## config.mk

```make
export PLATFORM = sky130hd
export DESIGN_NAME = regfile_wr_scoreboard
export DESIGN_NICKNAME = d
export VERILOG_FILES = /design/src/rtl/regfile_wr_scoreboard.sv
export SDC_FILE = /design/constraint.sdc
export NUM_CORES = 1
export LEC_CHECK = 0
export BUFFER_PORTS_ARGS = -buffer_cell sky130_fd_sc_hd__buf_2
export CAP_MARGIN = 10
export CORE_MARGIN = 4
export CORE_UTILIZATION = 40
export DETAILED_ROUTE_END_ITERATION = 10
export GPL_TIMING_DRIVEN = 1
export PLACE_DENSITY = 0.68
export SKIP_LAST_GASP = 1
export SLEW_MARGIN = 20
export SYNTH_ARGS = -nofsm -noshare
export SYNTH_HDL_FRONTEND = slang
export SYNTH_SLANG_ARGS = --single-unit
```

## constraint.sdc

```tcl
create_clock -name clk -period 5.75 [get_ports clk]
set_clock_uncertainty 0.05 [all_clocks]
set_input_delay 1.4375 -clock clk [delete_from_list [all_inputs] [get_ports clk]]
set_output_delay 1.4375 -clock clk [all_outputs]
set_load 0.02 [all_outputs]
```

## src/rtl/regfile_wr_scoreboard.sv

```systemverilog
// Register-file write-enable decoder with a pending-write scoreboard for WAW stalls.
// Optional build macro REGFILE_WR_CONFLICT_CHK_EN adds the wr_conflict output.
module regfile_wr_scoreboard #(
    parameter int NUM_REGS     = 32,
    parameter int ADDR_W       = $clog2(NUM_REGS),
    parameter int NUM_WR_PORTS = 2,
    parameter int ZERO_REG     = 31
) (
    input  logic                           clk,
    input  logic                           reset,
    input  logic                           issue_valid,
    input  logic [ADDR_W-1:0]              issue_reg,
    output logic                           issue_ready,
    input  logic [NUM_WR_PORTS-1:0]        wb_valid,
    input  logic [NUM_WR_PORTS*ADDR_W-1:0] wb_reg,
    output logic [NUM_REGS-1:0]            wr_en,
    output logic [NUM_REGS-1:0]            pending,
    output logic [ADDR_W:0]                pend_count
`ifdef REGFILE_WR_CONFLICT_CHK_EN
    ,
    output logic                           wr_conflict
`endif
);

    // The hardwired-zero register and out-of-range indices never enable or track a write.
    function automatic logic valid_addr(input logic [ADDR_W-1:0] a);
        return (int'(a) != ZERO_REG) && (int'(a) < NUM_REGS);
    endfunction

    logic [NUM_REGS-1:0] wb_hit;
    logic [NUM_REGS-1:0] set_vec;
    logic [NUM_REGS-1:0] pending_next;
    logic [ADDR_W:0]     count_next;
    logic                accept;
`ifdef REGFILE_WR_CONFLICT_CHK_EN
    logic                conflict_next;
`endif

    // No writeback bypass: a register retiring this cycle still stalls its issuer.
    assign issue_ready = !valid_addr(issue_reg) || !pending[issue_reg];
    assign accept      = issue_valid && issue_ready;

    always_comb begin
        // NOTE: every variable gets a default first so no path can infer a latch.
        wb_hit     = '0;
        set_vec    = '0;
        count_next = '0;
`ifdef REGFILE_WR_CONFLICT_CHK_EN
        conflict_next = 1'b0;
`endif
        for (int p = 0; p < NUM_WR_PORTS; p++) begin
            if (wb_valid[p] && valid_addr(wb_reg[p*ADDR_W +: ADDR_W])) begin
`ifdef REGFILE_WR_CONFLICT_CHK_EN
                if (wb_hit[wb_reg[p*ADDR_W +: ADDR_W]])
                    conflict_next = 1'b1;
`endif
                wb_hit[wb_reg[p*ADDR_W +: ADDR_W]] = 1'b1;
            end
        end
        if (accept && valid_addr(issue_reg))
            set_vec[issue_reg] = 1'b1;
        // Set is applied after clear so a same-cycle issue to a retiring register wins.
        pending_next = (pending & ~wb_hit) | set_vec;
        for (int r = 0; r < NUM_REGS; r++)
            count_next = count_next + (ADDR_W+1)'(pending_next[r]);
    end

    always_ff @(posedge clk or negedge reset) begin
        if (!reset) begin
            wr_en      <= '0;
            pending    <= '0;
            pend_count <= '0;
        end else begin
            // NOTE: non-blocking assignments keep every flop sampling pre-edge values.
            wr_en      <= wb_hit;
            pending    <= pending_next;
            pend_count <= count_next;
        end
    end

`ifdef REGFILE_WR_CONFLICT_CHK_EN
    always_ff @(posedge clk or negedge reset) begin
        if (!reset)
            wr_conflict <= 1'b0;
        else
            wr_conflict <= conflict_next;
    end
`endif

endmodule

```

==> flow_metrics.tcl, run 1 <==
set metrics [dict create \
    status "finished, violations left" \
    violations "setup timing" \
    avgSynthCellArea_um2 11.7 \
    antennaDiodeCount 0 \
    synth_fp_nets 397 \
    required_ps 5980 \
    drt-initial-drc-count 233 \
    holdCritStartpoint "pending[31]" \
    synth_seq_area_share_pct 43.2 \
    synth.distinct_cells 42 \
    via_count 3611 \
    synthTopCellsByArea "dfrtp_1 (43%), fa_1 (12%), a22oi_1 (6.3%), a32o_1 (5.9%), inv_1 (5.6%)" \
    wirelength_um 13200 \
    crit_fanout 7 \
    cts_tree "done" \
    intPower_mw 2.51 \
    dpl.hpwl_um 10400 \
    synth_edf_count 0 \
    switching_share_pct 43.3 \
    layout_commonest_cell "buf_4" \
    grt_pass1_vias 3701 \
    gr-usage-all-layers_pct 23.4 \
    fin_crit_sh_pct 116 \
    power_density_nw_per_um2 769 \
    firstDrtPassIters 6 \
    arrival_ps 6930 \
    cts_buffers 9 \
    fmax_mhz 149 \
    grt_max_degree 39 \
    grt_overflow_total 0 \
    rows 36 \
    setup.worst_path.start_class "primary input" \
    slew_headroom_pct 44.4 \
    setup_ws_ps -949 \
    ctsLongestPathBuffers 2 \
    peakVddDrop_mv 2.11 \
    gp_congestion 0.919 \
    antenna_found_initial 0 \
    synthCells 346 \
    post-route-drc-count 0 \
    coreArea_um2 9820 \
    layout.nets 591 \
    drv_slew 0 \
    die_y_um 109 \
    timing.rr.start "pending[11]" \
    clk_pin_slew_worst_paths_ps 80 \
    post-route-util_pct 58.6 \
    path_class "in2reg" \
    syn_to_final_growth_pct 41.8 \
    hold_path_class "reg2reg" \
    viasPerCell 5.33 \
    synth_top_area_cell "dfrtp_1" \
    insertion_delay_ps 350 \
    async_flop_share_pct 100 \
    postRouteAntennaNets 0 \
    cp-end-kind "register" \
    die-width_um 109 \
    final_cell_mix "buf_4 (112), buf_2 (89), dfrtp_1 (70)" \
    ioPinCount 91 \
    cts_root_buf "clkbuf_8" \
    maxCapViolCount 0 \
    drive_gt1_share_pct 47.3 \
    h-tree-depth 3 \
    setup_violations 6 \
    p_comb_share_pct 76.5 \
    cp-startpoint "issue_reg[0]" \
    yosys_warnings 0 \
    synth_area_um2 4060 \
    hold_viol_final 0 \
    pwr-share-seq_pct 15.0 \
    period_minus_slack_ps 6700 \
    post_drt_wl_per_cell_um 19.5 \
    tightest_slew_ps 833 \
    whs_ps 383 \
    grt_pass1_wl_um 20500 \
    fillers 886 \
    hold_buffers 0 \
    die_area_um2 11800 \
    netlist.area_leader.share_pct 43.2 \
    ys_ff_latch 70 \
    synth_top_flop_cell "dfrtp_1" \
    clock-sinks 70 \
    io_buffers 90 \
    start_util_pct 41.3 \
    p_sw_mw 1.92 \
    p_clk_share_pct 8.5 \
    rsz0062_at_grt "yes" \
    leakagePower_nw 3.16 \
]
==> through the flow <==
stage               setup TNS, ps  power, mW  cell area, um^2  cells  worst slack (ps)
global route                -5390       4.85             5760    678             -1090
floorplan                   -5080       2.70             4160    346             -1120
finish                      -4600       4.43             5760    678              -949
detailed placement          -8100       3.77             5450    656             -1600
CTS                         -5070       4.45             5720    677             -1050
global placement            -7770       3.75             5450    656             -1510
==> cells in the mapped netlist (all sizes together), types with 2 or more instances <==
library cell   n
a22oi         34
nand2b         5
and3b          7
nand3          2
a21oi          2
dfrtp         70
o21ai          2
o22a           2
nor3           5
and3           4
a32oi         16
nor2b          6
or2            2
a21o           2
nand2          7
nor3b          7
fa            24
xnor2          2
and2           3
a32o          24
ha             7
buf           12
nor2           7
a22o           6
clkbuf        11
inv           60
mux4           8
==> logic make-up after synthesis <==
logic type               after synthesis  synth area share (%)
multiplexers                           8                  5.09
buffers and inverters                 83                  8.91
AO/OA/AOI/OAI                         92                  19.0
flip-flops                            70                  43.2
AND/OR/NAND/NOR                       58                  9.07
other                                  1                0.0924
adder cells (fa/ha/maj)               31                  14.0
XOR/XNOR                               3                 0.648
==> registers in the layout, indices dropped and copies added, names as in the netlist <==
signal,flops
wr_en,32
pend_count,6
pending,32
==> power groups by stage <==
stage / registers (mW) / clock network [mW] / logic (mW)
2_1_floorplan: 0.772 / 0 / 1.93
3_3_place_gp: 0.669 / 0 / 3.08
3_5_place_dp: 0.670 / 0 / 3.10
4_1_cts: 0.663 / 0.388 / 3.40
5_1_grt: 0.671 / 0.408 / 3.77
6_report: 0.664 / 0.378 / 3.39
==> per-layer routing <==
metal	up-vias	part of all wire, %	global-route usage, %
met3	12	6.2	4.20
met4	0	1.6	8.21
met2	139	48	38.0
met1	1823	44	31.6
met5	-	0	0
li1	1637	-	-
==> critical path: stages <==
cell and delay (ps):
buf_12 110, mux4_2 510, a22oi_2 190, and3_4 280, buf_12 130, a32oi_2 100
fa_1 530, fa_1 560, inv_1 50, fa_1 490, inv_2 40, fa_1 530
fa_2 470, fa_1 520, inv_2 50, ha_4 150, fa_2 330, a21o_1 170
a21oi_2 140, xnor2_1 130
==> worst paths after layout <==
kind / slack (ps) / depth (start not counted) / end
setup / recovery: -950 / 20 / pend_count[4]
min in group asynchronous: 1130 / 1 / wr_en[28]
hold / removal: 380 / 0 / pending[31]
setup reg to reg: -130 / 19 / pend_count[4]
max in group asynchronous: 3560 / 2 / wr_en[13]
hold reg to reg: 380 / 0 / pending[31]
==> repair_timing <==
item,4_1_cts,5_1_grt
gates cloned,1,0
endpoints found under the setup margin,6,6
resized for setup,13,8
buffers inserted,4,1
hold endpoints to repair,0,0
pin swaps,14,12
==> final cells by class <==
type                       instances  area (um^2)  area share, %
sequential                        70         1750           30.4
timing repair buffer             206         1390           24.1
multi-input combinational        193         2040           35.5
inverter                          60          225           3.91
tap                              133          166           2.89
clock inverter                     3         17.5          0.304
clock buffer                      13          169           2.93
Note: power is estimated with default switching activity, not from simulation.
==> run 2, diff against run 1 <==
--- a/config.mk
+++ b/config.mk
@@ -11,2 +11,3 @@
 export CORE_UTILIZATION = 40
+export CTS_CLUSTER_DIAMETER = 80
 export DETAILED_ROUTE_END_ITERATION = 10
==> constraint.sdc (replaced) <==
create_clock -name clk -period 5.75 [get_ports clk]
set_clock_uncertainty 0.05 [all_clocks]
set_input_delay 0.575 -clock clk [delete_from_list [all_inputs] [get_ports clk]]
set_output_delay 0.575 -clock clk [all_outputs]
set_load 0.02 [all_outputs]
==> run 2 against run 1 <==
Total power down 2.0%. Clock power down 4%. Cell area down 2.6%. Die area unchanged. The run still ends with setup timing left. First-iteration DRC count up 33%. Non-clock buffer count down 18. Wire length down 2.1%. Worst hold slack worse by 1.1 ps. Largest cell class unchanged. Critical path type unchanged. Clock-buffer cell count down 2.
==> flow_metrics.tcl, run 2 (synthesized netlist as in run 1, its figures left out) <==
set metrics [dict create \
    fin_crit_sh_pct 103 \
    violations "setup timing" \
    maxCapViolCount 0 \
    layout.nets 573 \
    post_drt_wl_per_cell_um 19.6 \
    die_area_um2 11800 \
    coreArea_um2 9820 \
    slew_headroom_pct 40.8 \
    required_ps 5970 \
    layout_commonest_cell "buf_4" \
    die_y_um 109 \
    drt-initial-drc-count 309 \
    wirelength_um 12900 \
    dp.cells 638 \
    final_area_um2 5610 \
    setup_violations 4 \
    post-place-ws_ps -705 \
    cts_tree "done" \
    clock-sinks 70 \
    gr-usage-all-layers_pct 22.5 \
    top_regs "pending x32, wr_en x32, pend_count x6" \
    hold_path_class "in2async" \
    post-route-drc-count 0 \
    via_count 3578 \
    drive_gt1_share_pct 46.4 \
    period_minus_slack_ps 5950 \
    path_class "in2reg" \
    crit_fanout 7 \
    rows 36 \
    antennaDiodeCount 0 \
    peakVddDrop_mv 2.03 \
    placed_area_um2 5310 \
    leakagePower_nw 3.08 \
    io_buffers 90 \
    syn_to_final_growth_pct 38.1 \
    clk_pin_slew_worst_paths_ps 80 \
    tns_ps -516 \
    p_total_mw 4.34 \
    rsz0062_at_grt "yes" \
    ioPinCount 91 \
    grt_max_degree 71 \
    hold_viol_final 0 \
    antenna_found_initial 0 \
    dpl.hpwl_um 10100 \
    tightest_slew_ps 888 \
    arrival_ps 6160 \
    fmax_mhz 168 \
    instances_no_fill 659 \
    cp-end-kind "register" \
    insertion_delay_ps 350 \
    setup_ws_ps -196 \
    setup.worst_path.start_class "primary input" \
    grt_overflow_total 0 \
    status "finished, violations left" \
    die-width_um 109 \
    cts_buffers 9 \
    gp_congestion 0.918 \
    grt_pass1_vias 3678 \
    cts_root_buf "clkbuf_8" \
    postRouteAntennaNets 0 \
    grt_pass1_wl_um 19900 \
    drv_slew 0 \
    final_cell_mix "buf_4 (95), buf_2 (89), dfrtp_1 (70)" \
    viasPerCell 5.43 \
    h-tree-depth 3 \
    firstDrtPassIters 5 \
    hold_buffers 0 \
    ctsLongestPathBuffers 2 \
    start_util_pct 41.3 \
    power_density_nw_per_um2 774 \
]
run 2: changes by cell type in the layout (fill, tap and decap cells not counted), sizes merged:
cell	change
buf	-19
clkinv	+1
clkbuf	-1
run 2: cell type report:
class,instances,area [um^2]
well taps,133,166
flip-flops and latches,70,1750
clock inverters,4,22.5
fillers,895,4210
inverters,60,225
clock buffers,11,151
multi-input cells,193,2060
repair buffers,188,1230
run 2: through the flow:
stage / hold WS (ps) / utilization [%]
2_1_floorplan: 229 / -
3_3_place_gp: 380 / 54.0
3_5_place_dp: 380 / 54.0
4_1_cts: 400 / 56.2
5_1_grt: 425 / 57.1
6_report: 382 / 57.1
run 2: path summary, 6_finish.rpt:
kind	cells past startpoint	to	slack (ps)	start
worst max register to register	18	pend_count[4]	-170	pending[24]
worst min register to register	0	pending[31]	400	pending[31]
max in group asynchronous	2	pend_count[0]	4690	reset
min in group clk	0	pending[31]	400	pending[31]
worst max-delay path	19	pend_count[4]	-200	issue_reg[0]
worst min-delay path	2	pending[28]	380	reset
run 2: layer usage:
layer  up-vias  global-route usage, %  wire length, um
met5         -                      0                0
met4         0                   8.39              302
met3        23                   4.03              872
met2       144                   36.0             6190
met1      1804                   30.6             5550
li1       1607                      -                -
run 2: worst max-delay path, cell delays in order:
cell and delay, ps:
buf_6 130, mux4_1 570, a22oi_2 170, and3_4 240, buf_12 120, buf_6 90, a32oi_2 120, fa_1 610
fa_2 470, fa_2 480, fa_1 580, fa_2 470, fa_1 500, inv_1 50, ha_2 190, fa_2 340
a21o_1 170, a21oi_2 140, xnor2_1 130
run 2: repair_timing:
item	4_1_cts	5_1_grt
setup buffers	2	3
resized for setup	13	7
setup endpoints to repair	5	5
hold endpoints to repair	0	0
gates cloned	0	1
pin swaps	7	16
run 2: power breakdown:
part,internal (mW),switching (mW)
logic,1.68,1.63
registers,0.619,0.0410
clock network,0.176,0.187
total,2.48,1.86
